$ cat src/rtl/decode_hazard_unit.sv
// ID-stage decoder for the extended MIPS subset with Tuse/Tnew hazard tracking
// over the E and M entries and the mult/div busy counter; produces the D stall.
module decode_hazard_unit #(
    parameter int MULT_CYCLES = 5,
    parameter int DIV_CYCLES  = 10,
    parameter int CNT_W       = 4
) (
    input  logic             clk,
    input  logic             rst_n,
    input  logic [31:0]      i_instr_id,
    input  logic             i_id_valid,
    output logic [4:0]       o_a1,
    output logic [4:0]       o_a2,
    output logic [4:0]       o_a3,
    output logic             o_stall,
    output logic [4:0]       o_e_a3,
    output logic [4:0]       o_m_a3,
    output logic [1:0]       o_e_tnew,
    output logic [1:0]       o_m_tnew,
    output logic             o_md_busy,
    output logic [CNT_W-1:0] o_md_count
);

    localparam logic [5:0] OP_RTYPE = 6'b000000;
    localparam logic [5:0] OP_ADDI  = 6'b001000;
    localparam logic [5:0] OP_ADDIU = 6'b001001;
    localparam logic [5:0] OP_ORI   = 6'b001101;
    localparam logic [5:0] OP_LUI   = 6'b001111;
    localparam logic [5:0] OP_LW    = 6'b100011;
    localparam logic [5:0] OP_SW    = 6'b101011;
    localparam logic [5:0] OP_BEQ   = 6'b000100;
    localparam logic [5:0] OP_J     = 6'b000010;
    localparam logic [5:0] OP_JAL   = 6'b000011;

    localparam logic [5:0] FN_ADDU  = 6'b100001;
    localparam logic [5:0] FN_SUBU  = 6'b100011;
    localparam logic [5:0] FN_SLT   = 6'b101010;
    localparam logic [5:0] FN_JR    = 6'b001000;
    localparam logic [5:0] FN_MULT  = 6'b011000;
    localparam logic [5:0] FN_MULTU = 6'b011001;
    localparam logic [5:0] FN_DIV   = 6'b011010;
    localparam logic [5:0] FN_DIVU  = 6'b011011;
    localparam logic [5:0] FN_MFHI  = 6'b010000;
    localparam logic [5:0] FN_MFLO  = 6'b010010;
    localparam logic [5:0] FN_MTHI  = 6'b010001;
    localparam logic [5:0] FN_MTLO  = 6'b010011;

    localparam logic [CNT_W-1:0] MULT_LOAD = CNT_W'(MULT_CYCLES);
    localparam logic [CNT_W-1:0] DIV_LOAD  = CNT_W'(DIV_CYCLES);
    localparam logic [CNT_W-1:0] CNT_ONE   = CNT_W'(1);

    // Field extraction
    logic [5:0] w_op;
    logic [5:0] w_funct;
    logic [4:0] w_rs;
    logic [4:0] w_rt;
    logic [4:0] w_rd;
    logic       w_unused_shamt;

    assign w_op           = i_instr_id[31:26];
    assign w_funct        = i_instr_id[5:0];
    assign w_rs           = i_instr_id[25:21];
    assign w_rt           = i_instr_id[20:16];
    assign w_rd           = i_instr_id[15:11];
    assign w_unused_shamt = ^i_instr_id[10:6];

    // Decoded D-stage attributes
    logic       w_rs_rd;
    logic [1:0] w_rs_tuse;
    logic       w_rt_rd;
    logic [1:0] w_rt_tuse;
    logic [4:0] w_a3_dec;
    logic [1:0] w_tnew_dec;
    logic       w_md_op;
    logic       w_md_div;
    logic       w_md_any;

    always_comb begin
        w_rs_rd    = 1'b0;
        w_rs_tuse  = 2'd0;
        w_rt_rd    = 1'b0;
        w_rt_tuse  = 2'd0;
        w_a3_dec   = 5'd0;
        w_tnew_dec = 2'd0;
        w_md_op    = 1'b0;
        w_md_div   = 1'b0;
        w_md_any   = 1'b0;
        case (w_op)
            OP_RTYPE: begin
                case (w_funct)
                    FN_ADDU, FN_SUBU, FN_SLT: begin
                        w_rs_rd    = 1'b1;
                        w_rs_tuse  = 2'd1;
                        w_rt_rd    = 1'b1;
                        w_rt_tuse  = 2'd1;
                        w_a3_dec   = w_rd;
                        w_tnew_dec = 2'd1;
                    end
                    FN_JR: begin
                        w_rs_rd   = 1'b1;
                        w_rs_tuse = 2'd0;
                    end
                    FN_MULT, FN_MULTU, FN_DIV, FN_DIVU: begin
                        w_rs_rd   = 1'b1;
                        w_rs_tuse = 2'd1;
                        w_rt_rd   = 1'b1;
                        w_rt_tuse = 2'd1;
                        w_md_op   = 1'b1;
                        w_md_div  = (w_funct == FN_DIV) || (w_funct == FN_DIVU);
                        w_md_any  = 1'b1;
                    end
                    FN_MFHI, FN_MFLO: begin
                        w_a3_dec   = w_rd;
                        w_tnew_dec = 2'd1;
                        w_md_any   = 1'b1;
                    end
                    FN_MTHI, FN_MTLO: begin
                        w_rs_rd   = 1'b1;
                        w_rs_tuse = 2'd1;
                        w_md_any  = 1'b1;
                    end
                    default: ;
                endcase
            end
            OP_ADDI, OP_ADDIU, OP_ORI: begin
                w_rs_rd    = 1'b1;
                w_rs_tuse  = 2'd1;
                w_a3_dec   = w_rt;
                w_tnew_dec = 2'd1;
            end
            OP_LUI: begin
                w_a3_dec   = w_rt;
                w_tnew_dec = 2'd1;
            end
            OP_LW: begin
                w_rs_rd    = 1'b1;
                w_rs_tuse  = 2'd1;
                w_a3_dec   = w_rt;
                w_tnew_dec = 2'd2;
            end
            OP_SW: begin
                // store data is needed only in M, hence the later Tuse on rt
                w_rs_rd   = 1'b1;
                w_rs_tuse = 2'd1;
                w_rt_rd   = 1'b1;
                w_rt_tuse = 2'd2;
            end
            OP_BEQ: begin
                w_rs_rd   = 1'b1;
                w_rs_tuse = 2'd0;
                w_rt_rd   = 1'b1;
                w_rt_tuse = 2'd0;
            end
            OP_JAL: begin
                w_a3_dec   = 5'd31;
                w_tnew_dec = 2'd0;
            end
            OP_J:    ;
            default: ;
        endcase
    end

    // Pipeline entries
    logic [4:0]       r_e_a3;
    logic [1:0]       r_e_tnew;
    logic             r_e_md_start;
    logic             r_e_md_div;
    logic [4:0]       r_m_a3;
    logic [1:0]       r_m_tnew;
    logic [CNT_W-1:0] r_md_count;

    // Hazard comparison against each in-flight writer (0 = E, 1 = M)
    logic [4:0] w_x_a3   [2];
    logic [1:0] w_x_tnew [2];
    logic [1:0] w_x_hit;

    assign w_x_a3[0]   = r_e_a3;
    assign w_x_tnew[0] = r_e_tnew;
    assign w_x_a3[1]   = r_m_a3;
    assign w_x_tnew[1] = r_m_tnew;

    for (genvar gi = 0; gi < 2; gi++) begin : g_hazard
        logic w_rs_hit;
        logic w_rt_hit;
        assign w_rs_hit = w_rs_rd && (w_x_a3[gi] == w_rs) && (w_x_tnew[gi] > w_rs_tuse);
        assign w_rt_hit = w_rt_rd && (w_x_a3[gi] == w_rt) && (w_x_tnew[gi] > w_rt_tuse);
        assign w_x_hit[gi] = (w_x_a3[gi] != 5'd0) && (w_rs_hit || w_rt_hit);
    end

    logic w_md_busy;
    logic w_data_stall;
    logic w_md_stall;
    logic w_stall;
    logic w_issue;
    logic [4:0] w_a3;

    assign w_md_busy    = r_e_md_start || (r_md_count != '0);
    assign w_data_stall = |w_x_hit;
    assign w_md_stall   = w_md_any && w_md_busy;
    assign w_stall      = i_id_valid && (w_data_stall || w_md_stall);
    assign w_issue      = i_id_valid && !w_stall;
    assign w_a3         = i_id_valid ? w_a3_dec : 5'd0;

    always_ff @(posedge clk or negedge rst_n) begin
        if (!rst_n) begin
            r_e_a3       <= 5'd0;
            r_e_tnew     <= 2'd0;
            r_e_md_start <= 1'b0;
            r_e_md_div   <= 1'b0;
            r_m_a3       <= 5'd0;
            r_m_tnew     <= 2'd0;
        end else begin
            if (w_issue) begin
                r_e_a3       <= w_a3_dec;
                r_e_tnew     <= w_tnew_dec;
                r_e_md_start <= w_md_op;
                r_e_md_div   <= w_md_div;
            end else begin
                r_e_a3       <= 5'd0;
                r_e_tnew     <= 2'd0;
                r_e_md_start <= 1'b0;
                r_e_md_div   <= 1'b0;
            end
            r_m_a3   <= r_e_a3;
            r_m_tnew <= (r_e_tnew == 2'd0) ? 2'd0 : r_e_tnew - 2'd1;
        end
    end

    // A start in E always reloads, even if a countdown is still running
    always_ff @(posedge clk or negedge rst_n) begin
        if (!rst_n) begin
            r_md_count <= '0;
        end else if (r_e_md_start) begin
            r_md_count <= r_e_md_div ? DIV_LOAD : MULT_LOAD;
        end else if (r_md_count != '0) begin
            r_md_count <= r_md_count - CNT_ONE;
        end
    end

    assign o_a1       = w_rs;
    assign o_a2       = w_rt;
    assign o_a3       = w_a3;
    assign o_stall    = w_stall;
    assign o_e_a3     = r_e_a3;
    assign o_m_a3     = r_m_a3;
    assign o_e_tnew   = r_e_tnew;
    assign o_m_tnew   = r_m_tnew;
    assign o_md_busy  = w_md_busy;
    assign o_md_count = r_md_count;

endmodule

$ cat config.mk
export PLATFORM = sky130hd
export DESIGN_NAME = decode_hazard_unit
export DESIGN_NICKNAME = d
export VERILOG_FILES = /design/src/rtl/decode_hazard_unit.sv
export SDC_FILE = /design/constraint.sdc
export NUM_CORES = 1
export LEC_CHECK = 0
export ABC_AREA = 1
export CAP_MARGIN = 20
export CELL_PAD_IN_SITES_DETAIL_PLACEMENT = 1
export CELL_PAD_IN_SITES_GLOBAL_PLACEMENT = 1
export CORE_ASPECT_RATIO = 1.75
export CORE_MARGIN = 4
export CORE_UTILIZATION = 29
export CTS_CLUSTER_DIAMETER = 120
export DETAILED_ROUTE_END_ITERATION = 6
export PLACE_DENSITY_LB_ADDON = 0.25
export SYNTH_ARGS = -nofsm -noshare
export SYNTH_HDL_FRONTEND = slang
export SYNTH_SLANG_ARGS = --single-unit
$ cat constraint.sdc
create_clock -name clk -period 2.95 [get_ports clk]
set_clock_uncertainty 0.15 [all_clocks]
set_input_delay 0.4425 -clock clk [delete_from_list [all_inputs] [get_ports clk]]
set_output_delay 0.4425 -clock clk [all_outputs]
set_load 0.005 [all_outputs]
==> results of run 1 <==
path summary, 6_finish.rpt:
kind	from	end	slack (ns)	depth (start not counted)
min reg2reg	o_e_tnew[0]	o_m_tnew[0]	0.36	1
min	o_e_tnew[0]	o_m_tnew[0]	0.36	1
max in group asynchronous	rst_n	o_m_a3[3]	1.56	1
max reg2reg	o_m_tnew[1]	o_e_a3[0]	0.94	10
max	i_instr_id[30]	o_stall	0.11	16
min in group asynchronous	rst_n	o_md_count[0]	0.53	1
power breakdown:
part | total (mW) | internal [mW] | switching, mW | leakage (nW)
sequential | 0.334 | 0.308 | 0.0262 | 0.270
clock | 0.279 | 0.181 | 0.0972 | 0.0357
combinational | 0.381 | 0.203 | 0.178 | 1.12
total | 0.994 | 0.692 | 0.302 | 1.43
metrics by stage:
step                      hold slack (ns)  cell area, um^2  total power, mW  std cells  util [%]
final                              0.3646             2705           0.9936        410     50.63
after global routing               0.3888             2705            1.068        410     50.63
after CTS                          0.3642             2685           0.9974        407     50.26
after detailed placement           0.3490             2531           0.7176        396     47.38
after global placement             0.3529             2531           0.7003        396     47.38
after floorplan                 -0.003091             1610           0.5110        233         -
per-layer routing:
layer  routed length, um  up-vias  GRT usage [%]
li1                    -      932              -
met1                2013      904          18.91
met2                3484       38          36.61
met3                 121       14          1.992
met4                 170        0          7.413
met5                   0        -              0
registers in the layout (all words and copies together) (netlist names):
signal and cells:
o_e_tnew 2, o_m_a3 5, r_e_md_div 1, o_m_tnew 2, o_e_a3 5, o_md_count 4
r_e_md_start 1
synthesized netlist by cell type:
cell      number
or2_2          1
nand4_1        8
o21ai_0        1
nor3_1         2
inv_2          1
nor2_1        42
nor3b_4        1
inv_1         36
xor2_1         8
nand2_2        3
buf_4         10
dfrtp_1       20
a21boi_0       1
o22ai_1        1
nor4_1         3
nor2_4         1
xnor2_1       11
a21oi_1       11
o21bai_1       1
nand4_4        1
nand3_1       16
ha_1           6
nand2_1       48
critical path, stage by stage:
cell	delay [ns]
buf_8	0.10
nor2_4	0.11
inv_2	0.06
nor3b_4	0.18
a21boi_4	0.22
ha_1	0.24
nand2_1	0.08
nand3_2	0.08
nor4_2	0.22
nand3_1	0.11
nand2_1	0.10
nand2_2	0.06
nand3_2	0.05
nand2_1	0.05
inv_1	0.05
buf_2	0.10
kinds of logic after synthesis:
group	synth area share, %
simple gates	35.59
buf+inv	13.29
flops	31.08
xor+xnor	10.33
compound gates	5.051
fa+ha+maj	4.662
cell type report:
cell class                      instances  area [um^2]  area share [%]
Multi-Input combinational cell        166        968.4           35.80
Inverter                               37        138.9           5.134
Timing Repair Buffer                  109        933.4           34.51
Sequential cell                        20        500.5           18.50
Clock inverter                          1        30.03           1.110
Tap cell                               74        92.59           3.423
Clock buffer                            3        41.29           1.526
what timing repair did:
action | in CTS | in global routing
hold endpoints to repair | 0 | 0
setup endpoints to repair | 15 | 6
setup buffers | 8 | 3
resized for setup | 46 | 31
pin swaps | 16 | 18
==> flow_summary.ini, run 1 <==
[status]
outcome = complete, no violations

[worst_setup_path]
crit_required_ns = 2.36
cp-start-kind = input port
cp-end-kind = primary output
cp.arrival_ns = 2.25
crit_type = in -> out
cp_max_fo = 2

[timing]
rsz0062_at_grt = yes
clock.fmax_mhz = 352.2
setup_viol_count_final = 0
tns_ns = 0
slew_viol_final = 0
finalHoldViolCount = 0
period_minus_slack_ns = 2.840
timing.slew.headroom_pct = 39.22
setup_ws_ns = 0.1104
post-route-period-util_pct = 96.26
worst_pin_slew_ns = 0.9088

[power]
irDropWorstVdd_mv = 0.1889
p_leak_nw = 1.429
cellPowerDensity_mw_per_mm2 = 367.3

[placed_design]
dp_slack_ns = -0.8516
dpl.hpwl_mm = 4.682
io_buffers = 64
gp_congestion = 0.8042

[floorplanning]
start_util_pct = 30.14
die_h_um = 106.6
core_mm2 = 0.005343
die_area_mm2 = 0.006856
die_w_um = 64.33
io_pins = 70
num_rows = 35

[logic_synthesis]
yosysSeqAreaShare_pct = 31.08
syn_area_per_cell_um2 = 6.911
yosysTopAreaCellShare_pct = 31.08
ys_ff_latch = 20
synth.distinct_cells = 23
netlist_area_mm2 = 0.001610
yosys_warnings = 0
ys_top_cells_by_area = dfrtp_1 (31%), nand2_1 (11%), nor2_1 (9.8%)
synth_top_area_cell = dfrtp_1
syn_inst = 233
syn_nets = 274

[clocking]
cts_hold_buf = 0
cts_buffer_depth = 2
cts_tree = done
cts_max_level = 1
cts_root_buf = clkbuf_8
clkTransAtPathRegs_ns = 0.08
cts-buffers-inserted = 3
clock_sinks = 20
clock_latency_ns = 0.26

[route]
drtIter0Drc = 49
first_pass_iters = 2
wl_per_cell_um = 14.12
drc = 0
viasPerCell = 4.605
ant_nets = 0
finalWirelength_mm = 5.789
vias = 1888

[final_layout]
final_cell_mix = clkdlybuf4s50_1 (46), buf_4 (45), nand2_1 (43)
drive_gt1_share_pct = 26.49
nets = 378
antenna_cells = 0
syn_to_final_growth_pct = 67.99
final_common_cell = clkdlybuf4s50_1
num-fill-cells = 702

[worst_hold_path]
min_path_type = reg -> reg

[global_routing]
grt_pass1_wl_mm = 9.936
grt_usage_pct = 18.46
grt_pass1_vias = 2090
grt_max_degree = 21
antenna_found_initial = 0
grt_overflow = 0

[flow_run]
cap_violations = 0
(Power assumes the default switching activity.)
==> run 2, diff against run 1 <==
SKIP_LAST_GASP = 1   (was unset)
==> flow_summary.ini, run 2 (synthesis results as in run 1) <==
[clocking]
cts_max_level = 1
clock_latency_ns = 0.26
clock_sinks = 20
cts-buffers-inserted = 3
cts_root_buf = clkbuf_8
cts_tree = done
clkTransAtPathRegs_ns = 0.07
cts_buffer_depth = 2

[worst_hold_path]
hp-start = o_e_tnew[0]
min_path_type = reg -> reg

[worst_setup_path]
r2r-start = o_m_tnew[1]
cp.arrival_ns = 2.27
reg2reg_setup_slack_ns = 0.93
cp-start-kind = input port
cp_max_fo = 2
crit_required_ns = 2.36
cp-end-kind = primary output
crit_type = in -> out
worstSetupStartpoint = i_instr_id[30]

[power]
p_leak_nw = 1.428
cellPowerDensity_mw_per_mm2 = 366.2
total_power_mw = 0.9907
irDropWorstVdd_mv = 0.1901

[timing]
post-route-period-util_pct = 97.18
holdWs_ns = 0.3644
timing.slew.headroom_pct = 39.55
slew_viol_final = 0
tns_ns = 0
rsz0062_at_grt = yes
finalHoldViolCount = 0
clock.fmax_mhz = 348.8
setup_viol_count_final = 0
period_minus_slack_ns = 2.867
worst_pin_slew_ns = 0.9040

[final_layout]
antenna_cells = 0
nets = 378
syn_to_final_growth_pct = 67.99
final_common_cell = clkdlybuf4s50_1
drive_gt1_share_pct = 26.49
post-route-util_pct = 50.63
final_cell_mix = clkdlybuf4s50_1 (46), buf_4 (45), nand2_1 (43)

[global_routing]
grt_overflow = 0
grt_pass1_wl_mm = 9.901
grt_pass1_vias = 2083
grt_max_degree = 21
antenna_found_initial = 0
grt_usage_pct = 18.39

[placed_design]
dpl.hpwl_mm = 4.682
gp_congestion = 0.8042
io_buffers = 64

[floorplanning]
core_mm2 = 0.005343
die_w_um = 64.33
start_util_pct = 30.14
num_rows = 35
die_h_um = 106.6
die_area_mm2 = 0.006856
io_pins = 70

[route]
drtIter0Drc = 38
vias = 1887
viasPerCell = 4.602
first_pass_iters = 3
drc = 0
wl_per_cell_um = 14.35
ant_nets = 0
finalWirelength_mm = 5.882

[status]
outcome = complete, no violations

[flow_run]
cap_violations = 0
run 2: cell count changes in the layout (fill, tap and decap cells not counted), sizes merged:
cell / previous run / this run
buf: 48 / 47
clkbuf: 11 / 12
run 2: through the flow:
step                      area (um^2)  setup slack, ns  cells
after floorplan                  1610           0.1886    233
after global routing             2705         -0.09764    410
final                            2705          0.08333    410
after global placement           2531          -0.7102    396
after CTS                        2681          -0.1456    407
after detailed placement         2531          -0.8516    396
run 2: final timing paths:
kind / end / depth (start not counted)
setup / recovery: o_stall / 16
hold / removal: o_m_tnew[0] / 1
setup reg to reg: o_e_a3[0] / 10
hold reg to reg: o_m_tnew[0] / 1
max in group asynchronous: o_e_a3[4] / 1
min in group asynchronous: r_e_md_div / 1
run 2: layout make-up:
| type | instances | area (um^2) |
|---|---|---|
| sequential | 20 | 500.5 |
| clock inverter | 1 | 30.03 |
| fill | 698 | 2638 |
| clock buffer | 3 | 41.29 |
| timing repair buffer | 109 | 933.4 |
| tap | 74 | 92.59 |
| multi-input combinational | 166 | 968.4 |
| inverter | 37 | 138.9 |
run 2: power by group:
part           leakage [nW]  switching, mW  internal, mW
combinational          1.12          0.178         0.203
clock                0.0357         0.0939         0.181
sequential            0.270         0.0261         0.308
total                  1.43          0.298         0.692
run 2: critical path, stage by stage:
cell and delay [ns]:
buf_8 0.10, nor2_4 0.11, inv_2 0.06, nor3b_4 0.19, a21boi_4 0.23, ha_1 0.25
nand2_1 0.08, nand3_2 0.08, nor4_2 0.22, nand3_1 0.11, nand2_1 0.10, nand2_2 0.06
nand3_2 0.05, nand2_1 0.05, inv_1 0.05, clkbuf_2 0.10
run 2: timing repair:
item / 4_1_cts / 5_1_grt
pin swaps: 14 / 19
gates resized for setup: 38 / 38
buffers inserted: 8 / 3
hold buffers: 0 / 0
endpoints found under the setup margin: 15 / 6
run 2: metal layers:
metal	track usage, %	up-vias	share of wire [%]
li1	-	931	-
met1	18.91	911	34
met2	36.39	34	61
met3	1.992	11	2.0
met4	7.413	0	2.5
met5	0	-	0
==> run 3, diff against run 2 <==
SKIP_CTS_REPAIR_TIMING = 1   (was unset)
==> flow_summary.ini, run 3 (synthesis results as in run 1) <==
[status]
outcome = complete, no violations

[power]
p_leak_nw = 1.419
pwr-share-clk_pct = 28.0
seq_power_share_pct = 33.8
p_int_mw = 0.6902
total_power_mw = 0.9884
cellPowerDensity_mw_per_mm2 = 365.5
irDropWorstVdd_mv = 0.1599
p_sw_mw = 0.2982
swShare_pct = 30.17
p_comb_share_pct = 38.2

[global_routing]
grt_max_degree = 21
grt_pass1_vias = 2008
antenna_found_initial = 0
grt_overflow = 0
grt_usage_pct = 17.42
grt_pass1_wl_mm = 9.432

[final_layout]
drive_gt1_share_pct = 24.32
final_cell_mix = clkdlybuf4s50_1 (51), nand2_1 (43), nor2_1 (38)
post-route-util_pct = 50.61
nets = 371
final-instance-count-excl-fill = 403
final_common_cell = clkdlybuf4s50_1
syn_to_final_growth_pct = 67.91
antenna_cells = 0

[worst_setup_path]
cp-start-kind = input port
cp_max_fo = 2
worstPathCellList = buf_4, nor2_4, inv_2, nor3b_4, a21boi_2, buf_4, buf_4, buf_4, ha_1, nand2_1, nand4_1, nand2_1, nand2_2, nand3_2, nand2_1, inv_1, clkbuf_2
cp_num_buf_inv = 7
cp.arrival_ns = 2.31
crit_type = in -> out
worst_path_largest_cell_delay_ns = 0.21
timing.critical_path.mode_cell = buf_4
crit_slowest_cell = ha_1
cp-end-kind = primary output
cp_top_family = simple AND/OR/NAND/NOR gates
crit_required_ns = 2.36

[clocking]
clock_sinks = 20
clkTransAtPathRegs_ns = 0.07
clock_latency_ns = 0.26
cts_buffer_depth = 2
cts_max_level = 1
cts_root_buf = clkbuf_8
cts_tree = done
cts-buffers-inserted = 3

[timing]
timing.slew.headroom_pct = 37.50
clock.fmax_mhz = 344.1
period_minus_slack_ns = 2.907
slew_viol_final = 0
worst_pin_slew_ns = 0.9346
finalHoldViolCount = 0
post-route-period-util_pct = 98.53
setup_viol_count_final = 0
rsz0062_at_grt = yes

[route]
vias = 1889
ant_nets = 0
drc = 0
wl_per_cell_um = 14.66
finalWirelength_mm = 5.909
viasPerCell = 4.687
drtIter0Drc = 53
first_pass_iters = 4

[floorplanning]
die_area_mm2 = 0.006856
core_mm2 = 0.005343
die_w_um = 64.33
die_h_um = 106.6
start_util_pct = 30.14
io_pins = 70
num_rows = 35

[placed_design]
io_buffers = 64
dp.cells = 396
dpl.hpwl_mm = 4.682
gp_congestion = 0.8042

[flow_run]
cap_violations = 0

[worst_hold_path]
min_path_type = reg -> reg
run 3: cell types whose count changed in the layout (fill, tap and decap cells not counted), sizes merged:
cell           previous run  this run
buf                      47        39
clkdlybuf4s15             2         0
dlymetal6s2s              0         7
clkbuf                   12         8
clkdlybuf4s50            46        51
dlygate4sd2               5         0
run 3: layout make-up:
cell class / instances / area (um^2)
Inverter: 37 / 138.9
Timing Repair Buffer: 102 / 923.4
Clock buffer: 3 / 41.29
Multi-Input combinational cell: 166 / 977.2
Clock inverter: 1 / 30.03
Fill cell: 692 / 2639
Tap cell: 74 / 92.59
Sequential cell: 20 / 500.5
run 3: power by group through the flow:
stage,sequential [mW],combinational [mW],clock [mW]
6_report,0.334,0.378,0.276
2_1_floorplan,0.340,0.171,0
4_1_cts,0.335,0.379,0.280
3_3_place_gp,0.338,0.363,0
5_1_grt,0.342,0.425,0.296
3_5_place_dp,0.341,0.377,0
run 3: per-stage QoR:
stage                     hold slack, ns  worst slack, ns  TNS [ns]  instance area, um^2
final                             0.3624          0.04350         0                 2704
after global routing              0.3888         -0.06865  -0.06865                 2704
after CTS                         0.3642          -0.9452    -2.649                 2603
after detailed placement          0.3490          -0.8516    -4.231                 2531
after global placement            0.3529          -0.7102    -2.313                 2531
after floorplan                -0.003091           0.1886         0                 1610
run 3: metal layers:
metal | vias up | part of all wire [%] | track usage [%]
li1 | 920 | - | -
met1 | 916 | 35 | 18.19
met2 | 43 | 61 | 34.62
met3 | 10 | 2.1 | 1.992
met4 | 0 | 2.5 | 5.900
met5 | - | 0 | 0
run 3: worst paths after layout:
| path | start | cells after the start | end | slack, ns |
|---|---|---|---|---|
| max reg2reg | o_m_tnew[1] | 9 | r_e_md_start | 0.95 |
| min reg2reg | o_e_a3[3] | 0 | o_m_a3[3] | 0.36 |
| min | o_e_a3[3] | 0 | o_m_a3[3] | 0.36 |
| max | i_instr_id[31] | 17 | o_stall | 0.04 |
| max in group asynchronous | rst_n | 1 | o_md_count[2] | 1.53 |
| min in group asynchronous | rst_n | 1 | r_e_md_div | 0.55 |
